<file path="src/rtl/adc_stream_sequencer.sv">
// Readout sequencer: drains per-channel FWFT sample FIFOs into one
// AXI-Stream, one header handshake per packet of at most PKT_LEN beats.
module adc_stream_sequencer #(
    parameter int NUM_CH     = 6,
    parameter int CH_W       = 3,
    parameter int PKT_LEN    = 1024,
    parameter int CNT_W      = 16,
    parameter int GAP_CYCLES = 16,
    parameter int TIMEOUT    = 4096
) (
    input  logic              clk,
    input  logic              rstn,
    input  logic              start,
    input  logic [NUM_CH-1:0] ch_enable,
    input  logic [NUM_CH-1:0] empty,
    input  logic [NUM_CH-1:0] almost_empty,
    output logic [NUM_CH-1:0] rd_en,
    output logic [CH_W-1:0]   ch_sel,
    input  logic              axis_tready,
    output logic              axis_tvalid,
    output logic              axis_tlast,
    output logic              hdr_valid,
    input  logic              hdr_ready,
    output logic [CH_W-1:0]   hdr_ch,
    output logic [15:0]       hdr_seq,
    input  logic              tx_done,
    output logic              busy,
    output logic              frame_done,
    output logic              err_underflow
);

    typedef enum logic [1:0] {
        IDLE,
        HDR,
        STREAM,
        GAP
    } state_t;

    localparam logic [CNT_W-1:0] LAST_BEAT = CNT_W'(PKT_LEN - 1);
    localparam logic [CNT_W-1:0] WD_LAST   = CNT_W'(TIMEOUT - 1);
    localparam logic [CNT_W-1:0] GAP_END   = CNT_W'(GAP_CYCLES);

    state_t            state_q;
    logic [NUM_CH-1:0] pending_q;
    logic [CH_W-1:0]   ch_q;
    logic [CH_W-1:0]   ch_sel_q;
    logic [15:0]       seq_q;
    logic [CNT_W-1:0]  cnt_q;
    logic [CNT_W-1:0]  wd_q;
    logic [CNT_W-1:0]  gap_q;
    logic              txd_q;
    logic              err_q;
    logic              hdr_valid_q;
    logic              frame_done_q;

    logic [NUM_CH-1:0] start_pend;
    logic              in_stream;
    logic              ch_empty;
    logic              ch_ae;
    logic              beat;

    // First set bit at or above 'from', wrapping around the channel ring.
    function automatic logic [CH_W-1:0] pick(
        input logic [NUM_CH-1:0] p,
        input logic [CH_W-1:0]   from
    );
        logic [CH_W-1:0] r;
        logic            hit;
        int              idx;
        r   = from;
        hit = 1'b0;
        for (int k = 0; k < NUM_CH; k++) begin
            idx = (int'(from) + k) % NUM_CH;
            if (!hit && p[idx]) begin
                r   = CH_W'(idx);
                hit = 1'b1;
            end
        end
        return r;
    endfunction

    assign start_pend  = ch_enable & ~empty;
    assign in_stream   = (state_q == STREAM);
    assign ch_empty    = empty[ch_q];
    assign ch_ae       = almost_empty[ch_q];
    assign axis_tvalid = in_stream & ~ch_empty;
    assign axis_tlast  = axis_tvalid & ((cnt_q == LAST_BEAT) | ch_ae);
    assign beat        = axis_tvalid & axis_tready;
    assign rd_en       = beat ? (NUM_CH'(1) << ch_q) : '0;

    assign ch_sel        = ch_sel_q;
    assign hdr_valid     = hdr_valid_q;
    assign hdr_ch        = ch_q;
    assign hdr_seq       = seq_q;
    assign busy          = (state_q != IDLE);
    assign frame_done    = frame_done_q;
    assign err_underflow = err_q;

    always_ff @(posedge clk) begin
        if (!rstn) begin
            state_q      <= IDLE;
            pending_q    <= '0;
            ch_q         <= '0;
            ch_sel_q     <= '0;
            seq_q        <= '0;
            cnt_q        <= '0;
            wd_q         <= '0;
            gap_q        <= '0;
            txd_q        <= 1'b0;
            err_q        <= 1'b0;
            hdr_valid_q  <= 1'b0;
            frame_done_q <= 1'b0;
        end else begin
            frame_done_q <= 1'b0;
            unique case (state_q)
                IDLE: begin
                    if (start) begin
                        pending_q <= start_pend;
                        if (|start_pend) begin
                            ch_q        <= pick(start_pend, '0);
                            hdr_valid_q <= 1'b1;
                            state_q     <= HDR;
                        end else begin
                            frame_done_q <= 1'b1;
                        end
                    end
                end
                HDR: begin
                    if (hdr_ready) begin
                        seq_q       <= seq_q + 16'd1;
                        cnt_q       <= '0;
                        wd_q        <= '0;
                        hdr_valid_q <= 1'b0;
                        ch_sel_q    <= ch_q;
                        state_q     <= STREAM;
                    end
                end
                STREAM: begin
                    if (tx_done) txd_q <= 1'b1;
                    if (beat) begin
                        cnt_q <= cnt_q + 1'b1;
                        wd_q  <= '0;
                        if (axis_tlast) begin
                            if (ch_ae) pending_q[ch_q] <= 1'b0;
                            ch_sel_q <= '0;
                            gap_q    <= '0;
                            state_q  <= GAP;
                        end
                    end else if (ch_empty) begin
                        // Starved channel: drop it, leave its packet open.
                        if (wd_q == WD_LAST) begin
                            err_q           <= 1'b1;
                            pending_q[ch_q] <= 1'b0;
                            ch_sel_q        <= '0;
                            gap_q           <= '0;
                            state_q         <= GAP;
                        end else begin
                            wd_q <= wd_q + 1'b1;
                        end
                    end
                end
                GAP: begin
                    if (txd_q | tx_done) begin
                        txd_q <= 1'b1;
                        if (gap_q == GAP_END) begin
                            txd_q <= 1'b0;
                            gap_q <= '0;
                            if (|pending_q) begin
                                ch_q        <= pick(pending_q, ch_q);
                                hdr_valid_q <= 1'b1;
                                state_q     <= HDR;
                            end else begin
                                frame_done_q <= 1'b1;
                                state_q      <= IDLE;
                            end
                        end else begin
                            gap_q <= gap_q + 1'b1;
                        end
                    end
                end
                default: state_q <= IDLE;
            endcase
        end
    end

endmodule

</file>
<file path="config.mk">
export PLATFORM = sky130hd
export DESIGN_NAME = adc_stream_sequencer
export DESIGN_NICKNAME = d
export VERILOG_FILES = /design/src/rtl/adc_stream_sequencer.sv
export SDC_FILE = /design/constraint.sdc
export NUM_CORES = 1
export LEC_CHECK = 0
export ABC_CLOCK_PERIOD_IN_PS = 3300
export CORE_MARGIN = 2
export CORE_UTILIZATION = 52
export DETAILED_ROUTE_END_ITERATION = 16
export GPL_TIMING_DRIVEN = 0
export PLACE_DENSITY_LB_ADDON = 0.25
export SYNTH_ARGS = -nofsm -noshare
export SYNTH_HDL_FRONTEND = slang
export SYNTH_SLANG_ARGS = --single-unit
</file>
<file path="constraint.sdc">
create_clock -name clk -period 3.3 [get_ports clk]
set_clock_uncertainty 0.05 [all_clocks]
set_input_delay 0.33 -clock clk [delete_from_list [all_inputs] [get_ports clk]]
set_output_delay 0.33 -clock clk [all_outputs]
set_load 0.01 [all_outputs]
</file>
Yosys cells after proc, flatten, opt, wreduce, memory -nomap -nowiden. Cells that the tools add are included.

$add $sub $neg: 9. Div/mod/pow operators: 6. Order comparisons: 8. Equality and inequality tests: 20. Shift operators: 1. Muxes and demuxes: 152. Bitwise logic cells: 11. Reductions and logical operators: 41.

Operators with widths (count): 32-bit by 5-bit < comparator with 1-bit output (second input constant) (6); 16-bit two-way mux (11); 32-bit by 4-bit remainder unit with 32-bit output (second input constant) (5); 16-bit case mux with 2 select lines (3); 1-bit two-way mux (86); 16-bit by 1-bit adder with 16-bit output (second input constant) (4); 3-bit two-way mux (20); 6-bit two-way mux (7); 4-bit by 4-bit remainder unit with 32-bit output (second input constant) (1); 1-bit binary-select mux with 3-bit select (8); 2-bit two-way mux (9); 16-bit by 10-bit equality test with 1-bit output (second input constant) (1); 16-bit by 12-bit equality test with 1-bit output (second input constant) (1); 16-bit by 5-bit equality test with 1-bit output (second input constant) (1); 2-bit != test (second input constant) (7); 7-bit AND reduction (2); 6-bit AND (2); 6-bit inverter (2); 3-bit case mux with 2 select lines (2); 6-bit case mux with 2 select lines (1); 6-bit OR reduction (2); 1-bit logical AND (11); 1-bit zero test (10); 5-bit AND reduction (2); 27 further kinds (44).

Flip-flop bits (word level): 82. Input port bits: 24. Output and inout port bits: 34. Logic and storage cells: 260.

Logic depth before layout (Yosys ltp). Gate-level depths: netlist (run 1).

Word-level depth: 49. Mapped depth: 14. Gate-level depth less buffers: 13.

Least setup slack after synthesis (run 1). No wires, ideal clock.

Path type: register -> register. Start: register ch_q[2] (netlist: hdr_ch[2]). End: register ch_q[1] (netlist: hdr_ch[1]). Library setup time: 74 ps. Data arrival time: 3447 ps. Required time: 3176 ps. Setup slack: -271 ps. Cell stages (with the launch flop): 15. Path buffers: 1. Clock period less this slack: 3571 ps. Path through: dfxtp_1 -> clkinv_1 -> ha_1 -> clkbuf_1 -> a21oi_1 -> inv_1 -> ha_1 -> inv_1 -> a311oi_1 -> or2_1 -> o211a_1 -> or2_1 -> and2_1 -> a221o_1 -> a31oi_1.

Word-level cells in the longest chain between the ends: 49. Elaborated cells on any way between the ends: 81. Classes of those cells: add/sub (5); div (6); eq/ne (1); mux (58); reduce/logical (11).

RTL lines: start: declaration (line 45) `logic [CH_W-1:0] ch_q;`; start signal: assignment (line 120) `ch_q <= pick(start_pend, '0);`; start signal: assignment (line 169) `ch_q <= pick(pending_q, ch_q);`; branches (longest 49 deep; another with 32-bit by 4-bit remainder unit with 32-bit output).

Parallel ways; which one is timed is not known. The select of a mux whose other input is x is not followed. A chain may end at the register's enable or synchronous reset.

Worst setup path after layout (run 1).
Start: register ch_q[0] (netlist: hdr_ch[0]). End: register ch_q[1] (netlist: hdr_ch[1]).

Same word-level chain as after synthesis.

==> results of run 1 <==
## layout by cell type (no fill, tap or decap), types with 22 or more instances in the layout
cell,instances
sky130_fd_sc_hd__nand3_1,28
sky130_fd_sc_hd__nand2_1,50
sky130_fd_sc_hd__clkdlybuf4s50_1,57
sky130_fd_sc_hd__nor3_1,22
sky130_fd_sc_hd__xor2_1,31
sky130_fd_sc_hd__nor2_1,87
sky130_fd_sc_hd__a21oi_1,27
sky130_fd_sc_hd__o21ai_0,29
sky130_fd_sc_hd__dfxtp_1,79
sky130_fd_sc_hd__inv_1,22
## report_power, final
part	total (W)	switching (W)	leakage, nW	internal (W)
Sequential	0.00116	0.0000936	0.664	0.00106
Clock	0.000811	0.000366	0.110	0.000445
Combinational	0.00246	0.00144	1.61	0.00102
## layer usage
| metal | share of wire, % | vias to the layer above |
|---|---|---|
| met5 | 0 | - |
| met4 | 2.6 | 0 |
| met3 | 8.0 | 34 |
| met2 | 46 | 225 |
| met1 | 43 | 2384 |
| li1 | - | 2446 |
## kinds of logic after synthesis
| kind of cell | count (synthesis) | share of synthesized area (%) |
|---|---|---|
| DFF | 82 | 31.8 |
| muxes | 19 | 4.29 |
| buffers and inverters | 45 | 3.88 |
| xor gates and xnor gates | 51 | 8.80 |
| and+or+nand+nor | 297 | 29.6 |
| adders and majority gates | 24 | 5.82 |
| AOI/OAI and AO/OA | 121 | 15.8 |
## worst max-delay path, stage by stage (launching register included)
cell and delay [ps]:
sky130_fd_sc_hd__dfxtp_4 380, sky130_fd_sc_hd__buf_6 150, sky130_fd_sc_hd__ha_2 210, sky130_fd_sc_hd__ha_1 320, sky130_fd_sc_hd__a21oi_1 250, sky130_fd_sc_hd__mux2i_2 370, sky130_fd_sc_hd__mux2i_1 140, sky130_fd_sc_hd__mux2_2 360
sky130_fd_sc_hd__nor4b_4 160, sky130_fd_sc_hd__buf_4 140, sky130_fd_sc_hd__and2_1 140, sky130_fd_sc_hd__a221o_1 360, sky130_fd_sc_hd__a31oi_1 160
## through the flow
step	worst slack, ps	hold slack, ps	instances	TNS, ps	utilization [%]
6_report	37.9	440	859	0	66.7
5_1_grt	-25.4	481	859	-63.4	66.7
4_1_cts	22.8	442	850	0	64.6
3_5_place_dp	-576	426	829	-1590	61.1
3_3_place_gp	-458	409	829	-1260	61.1
2_1_floorplan	6.09	397	639	0	-
## flip-flops by register name, indices dropped and copies added, names as in the netlist, 2 cells and up
name and count:
ch_sel 3, pending_q 6, hdr_ch 3, cnt_q 16
wd_q 16, hdr_seq 16, gap_q 16, state_q 2
## synthesized netlist by cell type, drive strengths merged, types with 4 or more instances
cell type,instances
and2,17
nor3,26
a311oi,5
ha,24
a21oi,31
o211ai,4
or2,4
o21ai,30
or3,6
and4,5
nor2b,12
inv,24
buf,5
o41ai,4
clkbuf,14
a31oi,8
mux2i,12
nand2,50
nor2,87
a22oi,5
nand3,28
xnor2,20
and3,21
nand2b,7
a21boi,4
xor2,31
dfxtp,82
nand3b,5
nand4,13
nor4b,4
mux2,5
## area by class of cell
type / instances / share of cell area (%)
plain buffers: 18 / 1.86
clock buffers: 11 / 2.19
clock inverters: 4 / 1.16
inverters: 26 / 1.76
multi-input cells: 512 / 54.1
flip-flops and latches: 82 / 25.6
well taps: 133 / 2.58
repair buffers: 73 / 10.7
## final timing paths
kind	start	to	slack (ps)	cells past startpoint
min reg2reg	cnt_q[1]	cnt_q[1]	440	2
max reg2reg	hdr_ch[0]	hdr_ch[1]	40	12
min	cnt_q[1]	cnt_q[1]	440	2
max	hdr_ch[0]	hdr_ch[1]	40	12
## what timing repair did
action	4_1_cts	5_1_grt
setup endpoints to repair	9	3
resized for setup	21	22
pin swaps	3	7
buffers inserted	7	9
==> results.txt, run 1 <==
----------------------------------------------------
[CTS]
  Maximum level of the CTS H-tree ... 3
  CTS Hold Buffers Added ... 0
  Clock latency on the worst-skew pair ... around 360 ps
  Cell at the root of the clock tree ... sky130_fd_sc_hd__clkbuf_8
  Cts bufs inserted ... 9
  CTS tree ... done
  Reg clk slew, reported paths ... 80 ps
  Number of clock sinks ... 82
  Maximum buffer depth of the clock tree ... 2

[Power and ir drop]
  Leakage ... 2.39 nW
  Pwr per Cell Area ... slightly below 700 nW/um^2
  Overall power consumption ... 0.00443 W
  VDD IR-drop max ... roughly 0.30 mV

[Global route]
  Largest net degree at the start of global routing ... 14
  Tot GR Track Use ... around 26%
  Wire length of the first global-routing pass ... 22700 um
  M1 GR Usage ... 33.0%
  GR Util met3 ... 6.61%
  Remaining global-route overflow ... 0
  Number of global-route vias before repair ... 4699
  Most used routing layer ... met2
  Number of antenna violations at the first check in global routing ... 0
  GR Util met2 ... 41.8%

[Critical path]
  Arrival time of data at the critical path endpoint ... 3490 ps
  Nature of the critical path startpoint ... flip-flop
  Kind of capture point of the worst setup path ... flip-flop
  CP Max Fanout ... 8
  Required time of the critical path ... 3530 ps
  Critical setup path kind ... reg2reg

[Detailed routing]
  DRC violation count after routing ... 0
  Pre-Repair DR Iteration Count ... 5
  WL final ... 14300 um
  Initial detailed-routing violation count ... 389
  Routed vias/inst ... a little under 6
  Detailed-route via count ... 5089
  WL per Instance ... 16.7 um
  Number of routed nets with antenna violations ... 0

[Job]
  Max_cap viols ... 0

[Logic synthesis]
  Synth Instances ... about 640
  Share of the yosys chip area belonging to registers ... 31.8%
  Area share of the largest cell type after synthesis ... 31.8%
  Fraction of synthesis flops using an asynchronous set or reset pin ... 0%
  Post-synthesis net count ... 687
  Synth top area cells ... sky130_fd_sc_hd__dfxtp_1, sky130_fd_sc_hd__nor2_1, sky130_fd_sc_hd__ha_1, sky130_fd_sc_hd__xor2_1, sky130_fd_sc_hd__nand2_1
  YS warnings ... 0
  Post-synthesis register bit count ... 82
  Mean instance size in the synthesized netlist ... 8.08 um^2
  Number of enable-type register cells in the synthesized netlist ... 0
  Yosys top cell by area ... sky130_fd_sc_hd__dfxtp_1
  Unique masters post-synth ... 74
  Post-synth design cell area ... around 5200 um^2
  Prevailing post-synth register cell ... sky130_fd_sc_hd__dfxtp_1

[STA]
  Achievable clock frequency ... 307 MHz
  Period utilization ... between 90% and 100%
  Max-slew violation count ... 0
  Time the final worst path needs with I/O delays and setup ... 3260 ps
  Hold Fails Final Rpt ... 0
  Actual transition at the worst max-transition pin ... about 640 ps
  Rel. slew slack ... a little under three fifths
  Finish-stage setup viols ... 0

[Floorplanning]
  Die height ... 104 um
  Io pins ... 58
  Core Region ... between 9000 and 10000 um^2
  Die boundary width ... 104 um
  Placement row count ... 36
  Die Footprint ... 10700 um^2
  Starting utilization of the core area ... between 50% and 60%

[Final layout]
  Filler instances ... 805
  P&R area growth vs syn ... 25.1%
  Post-layout net count ... just under 800
  Sequential cell area ... 1650 um^2
  Area of all placed cells without fillers ... 6460 um^2
  Share of layout cells above drive strength 1 ... 12.5%
  Area of the multi-input gates ... 3490 um^2
  Inserted Diodes ... 0

[Placed design]
  Placed inst area ... 5910 um^2
  Count of input and output buffers ... 57
  Routability congestion estimate from global placement ... 0.954
  Post-detail-place hpwl ... around 10000 um

[Worst hold path]
  Path category of the worst min-delay check ... reg2reg

[Run status]
  Result of the run ... completed

----------------------------------------------------
(Power assumes the default switching activity.)
==> inputs of run 2 (changes only) <==
Settings changed: ABC_AREA set to 1, CORE_MARGIN 2 to unset.
==> results.txt, run 2 <==
----------------------------------------------------
[Logic synthesis]
  Synth Instances ... 874 (was 639)
  Most instantiated library cell after synthesis ... sky130_fd_sc_hd__nand2_1 (was sky130_fd_sc_hd__nor2_1)
  Number of enable-type register cells in the synthesized netlist ... 0 (unchanged)
  Share of the yosys chip area belonging to registers ... 28.7% (was 31.8%)
  Area share of the largest cell type after synthesis ... 28.7% (was 31.8%)
  Post-synthesis net count ... 922 (was 687)
  Unique masters post-synth ... 49 (was 74)
  Most frequent cells after synthesis ... sky130_fd_sc_hd__nand2_1, sky130_fd_sc_hd__inv_1, sky130_fd_sc_hd__nor2_1 (was sky130_fd_sc_hd__nor2_1, sky130_fd_sc_hd__dfxtp_1, sky130_fd_sc_hd__nand2_1)
  Mean instance size in the synthesized netlist ... 6.55 um^2 (was 8.08 um^2)
  Fraction of synthesis flops using an asynchronous set or reset pin ... 0% (unchanged)
  Synth top area cells ... sky130_fd_sc_hd__dfxtp_1, sky130_fd_sc_hd__nand2_1, sky130_fd_sc_hd__nand3_1, sky130_fd_sc_hd__inv_1, sky130_fd_sc_hd__nor2_1 (was sky130_fd_sc_hd__dfxtp_1, sky130_fd_sc_hd__nor2_1, sky130_fd_sc_hd__ha_1, sky130_fd_sc_hd__xor2_1, sky130_fd_sc_hd__nand2_1)
  Post-synthesis register bit count ... 82 (unchanged)
  Post-synth design cell area ... 5720 um^2 (was 5160 um^2)
  Prevailing post-synth register cell ... sky130_fd_sc_hd__dfxtp_1 (unchanged)
  YS warnings ... 0 (unchanged)
  Yosys top cell by area ... sky130_fd_sc_hd__dfxtp_1 (unchanged)

[Placed design]
  Post-detail-place hpwl ... 10600 um (was 10000 um)
  Placed inst area ... 6460 um^2 (was 5910 um^2)
  Worst slack at placement ... -159 ps (was -576 ps)
  Routability congestion estimate from global placement ... 0.907 (was 0.954)
  Count of input and output buffers ... 57 (unchanged)

[Floorplanning]
  Die boundary width ... 107 um (was 104 um)
  Die height ... 107 um (was 104 um)
  Io pins ... 58 (unchanged)
  Die Footprint ... 11400 um^2 (was 10700 um^2)
  Starting utilization of the core area ... 54.4% (was 53.3%)
  Placement row count ... 37 (was 36)
  Core Region ... 10500 um^2 (was 9680 um^2)

[Final layout]
  Post-layout net count ... 990 (was 770)
  Area of all placed cells without fillers ... 6680 um^2 (was 6460 um^2)
  Sequential cell area ... 1650 um^2 (about the same)
  Most used cells in the layout excluding fill and tap cells ... sky130_fd_sc_hd__nand2_1, sky130_fd_sc_hd__inv_1, sky130_fd_sc_hd__nor2_1 (was sky130_fd_sc_hd__nor2_1, sky130_fd_sc_hd__dfxtp_1, sky130_fd_sc_hd__clkdlybuf4s50_1)
  Filler instances ... 982 (was 805)
  Inserted Diodes ... 0 (unchanged)
  Share of layout cells above drive strength 1 ... 8.76% (was 12.5%)
  P&R area growth vs syn ... 16.8% (was 25.1%)
  Area of the multi-input gates ... 3530 um^2 (was 3490 um^2)
  Leading cell type in the layout, fill and taps excluded ... sky130_fd_sc_hd__nand2_1 (was sky130_fd_sc_hd__nor2_1)

[STA]
  Hold Fails Final Rpt ... 0 (unchanged)
  Finish-stage setup viols ... 0 (unchanged)
  Worst Setup Slack, final ... 213 ps (was 37.9 ps)
  RSZ-0062 raised after global routing ... false
  Max-slew violation count ... 0 (unchanged)
  Actual transition at the worst max-transition pin ... 852 ps (was 638 ps)
  Rel. slew slack ... 42.6% (was 56.9%)
  Time the final worst path needs with I/O delays and setup ... 3090 ps (was 3260 ps)
  Period utilization ... 93.6% (was 98.9%)
  Achievable clock frequency ... 324 MHz (was 307 MHz)

[Detailed routing]
  Pre-Repair DR Iteration Count ... 5 (unchanged)
  DRC violation count after routing ... 0 (unchanged)
  Detailed-route via count ... 5744 (was 5089)
  Routed vias/inst ... 5.30 (was 5.92)
  Initial detailed-routing violation count ... 294 (was 389)
  Number of routed nets with antenna violations ... 0 (unchanged)
  WL final ... 13800 um (was 14300 um)
  WL per Instance ... 12.8 um (was 16.7 um)

[Worst hold path]
  Startpoint of the most critical hold path ... ch_sel[1] (was cnt_q[1])
  Endpoint, Worst Hold ... ch_sel[1] (was cnt_q[1])
  Path category of the worst min-delay check ... reg2reg (unchanged)
  Worst Hold Path Cells ... 2 (unchanged)

[Critical path]
  Arrival time of data at the critical path endpoint ... 3330 ps (was 3490 ps)
  Critical-path cell list ... buf_6 -> inv_4 -> ha_1 -> inv_1 -> nand2_1 -> nand2_1 -> ha_1 -> nor2_1 -> nand2_1 -> nand2_1 -> nand3_1 -> nand2_1 -> inv_1 -> nand3_1 -> nand2_1 -> nor2_2 -> nand3_1 -> nand2_1 -> inv_1 -> nand3_1 -> nand2_1 -> nor2_1 (was buf_6 -> ha_2 -> ha_1 -> a21oi_1 -> mux2i_2 -> mux2i_1 -> mux2_2 -> nor4b_4 -> buf_4 -> and2_1 -> a221o_1 -> a31oi_1)
  Required time of the critical path ... 3540 ps (was 3530 ps)
  Worst stage delay on the critical path ... 430 ps (was 380 ps)
  Critical setup path kind ... reg2reg (unchanged)
  Kind of capture point of the worst setup path ... flip-flop (unchanged)
  Reg-to-Reg Start ... hdr_ch[0] (unchanged)
  Nature of the critical path startpoint ... flip-flop (unchanged)
  Slowest cell on the critical path ... sky130_fd_sc_hd__dfxtp_1 (was sky130_fd_sc_hd__dfxtp_4)
  Worst reg-to-reg path cell count ... 22 (was 12)
  CP Max Fanout ... 11 (was 8)
  Worst reg2reg setup slack ... 210 ps (was 40 ps)
  Reg-to-reg endpoint ... hdr_ch[0] (was hdr_ch[1])
  Cell repeated most along the worst path ... sky130_fd_sc_hd__nand2_1

[CTS]
  Clock latency on the worst-skew pair ... 370 ps (was 360 ps)
  Maximum buffer depth of the clock tree ... 2 (unchanged)
  Post-CTS repair timing setup buffer count ... 0 (was 7)
  Cell at the root of the clock tree ... sky130_fd_sc_hd__clkbuf_8 (unchanged)
  CTS Hold Buffers Added ... 0 (unchanged)
  CTS tree ... done (unchanged)
  Cts bufs inserted ... 9 (unchanged)
  Maximum level of the CTS H-tree ... 3 (unchanged)
  Number of clock sinks ... 82 (unchanged)
  Reg clk slew, reported paths ... 90 ps (was 80 ps)

[Global route]
  Wire length of the first global-routing pass ... 23300 um (was 22700 um)
  Number of antenna violations at the first check in global routing ... 0 (unchanged)
  Number of global-route vias before repair ... 5054 (was 4699)
  Largest net degree at the start of global routing ... 15 (was 14)
  Tot GR Track Use ... 25.4% (was 25.6%)
  Remaining global-route overflow ... 0 (unchanged)

[Power and ir drop]
  VDD IR-drop max ... 0.405 mV (was 0.298 mV)
  Leakage ... 2.63 nW (was 2.39 nW)
  Pwr per Cell Area ... 656 nW/um^2 (was 686 nW/um^2)

[Run status]
  Result of the run ... completed (unchanged)

[Job]
  Max_cap viols ... 0 (unchanged)

----------------------------------------------------
run 2: changes by cell type in the layout (fill, tap and decap cells not counted), moves of 14 or more:
cell                      delta
sky130_fd_sc_hd__xor2_1     -19
sky130_fd_sc_hd__inv_1      +80
sky130_fd_sc_hd__and2_1     -17
sky130_fd_sc_hd__nand2_1   +146
sky130_fd_sc_hd__nand3_1    +49
sky130_fd_sc_hd__a21oi_1    +38
sky130_fd_sc_hd__o21ai_0    +22
sky130_fd_sc_hd__xnor2_1    -14
run 2: cells by family after synthesis:
group,after synthesis,synth area share (%)
AND/OR/NAND/NOR,466,39.1
AO/OA/AOI/OAI,152,14.9
buffers and inverters,134,9.65
flip-flops,82,28.7
adder cells (fa/ha/maj),24,5.25
XOR/XNOR,16,2.45
run 2: per-layer routing:
| layer | GRT usage (%) | routed length (um) | up-vias |
|---|---|---|---|
| li1 | - | - | 3013 |
| met2 | 41.8 | 6340 | 143 |
| met1 | 33.9 | 6550 | 2572 |
| met4 | 7.73 | 187 | 0 |
| met5 | 0 | 0 | - |
| met3 | 4.26 | 745 | 16 |
run 2: critical path, delay by kind of cell, from the launching register on:
kind,cells,cell delay (ps)
flops,1,430
buf+inv,5,460
simple gates,15,1570
fa+ha+maj,2,470
run 2: cell type report:
cell class              count  share of cell area [%]
multi-input cells         658                    52.8
flip-flops and latches     82                    24.7
repair buffers             57                    8.54
inverters                 113                    6.38
well taps                 136                    2.55
clock buffers              12                    2.32
plain buffers              21                    1.97
clock inverters             4                   0.730
run 2: worst max path at each step:
stage	startpoint	end	slack (ps)	cells past startpoint
floorplan	hdr_ch[1]	hdr_ch[1]	430	19
global placement	hdr_ch[1]	hdr_ch[0]	-80	20
detailed placement	hdr_ch[1]	hdr_ch[0]	-160	20
CTS	hdr_ch[2]	hdr_ch[0]	9	20
global route	hdr_ch[0]	hdr_ch[0]	4	22
finish	hdr_ch[0]	hdr_ch[0]	210	22
run 2: through the flow:
| step | setup TNS (ps) | hold WS [ps] | instances | util, % | power [W] |
|---|---|---|---|---|---|
| 2_1_floorplan | 0 | 384 | 874 | - | 0.00303 |
| 3_5_place_dp | -381 | 406 | 1067 | 61.5 | 0.00360 |
| 5_1_grt | 0 | 436 | 1083 | 63.6 | 0.00477 |
| 3_3_place_gp | -163 | 404 | 1067 | 61.5 | 0.00358 |
| 4_1_cts | 0 | 419 | 1083 | 63.4 | 0.00439 |
| 6_report | 0 | 416 | 1083 | 63.6 | 0.00439 |
run 2: repair_timing:
item | CTS | global route
resized for setup | 1 | 8
endpoints found under the hold margin | 0 | 0
pin swaps | 0 | 0
endpoints found under the setup margin | 3 | 3
run 2: where the power goes:
group,switching [W],internal [W]
Combinational,0.00156,0.000839
Clock,0.000374,0.000392
Sequential,0.000118,0.00110
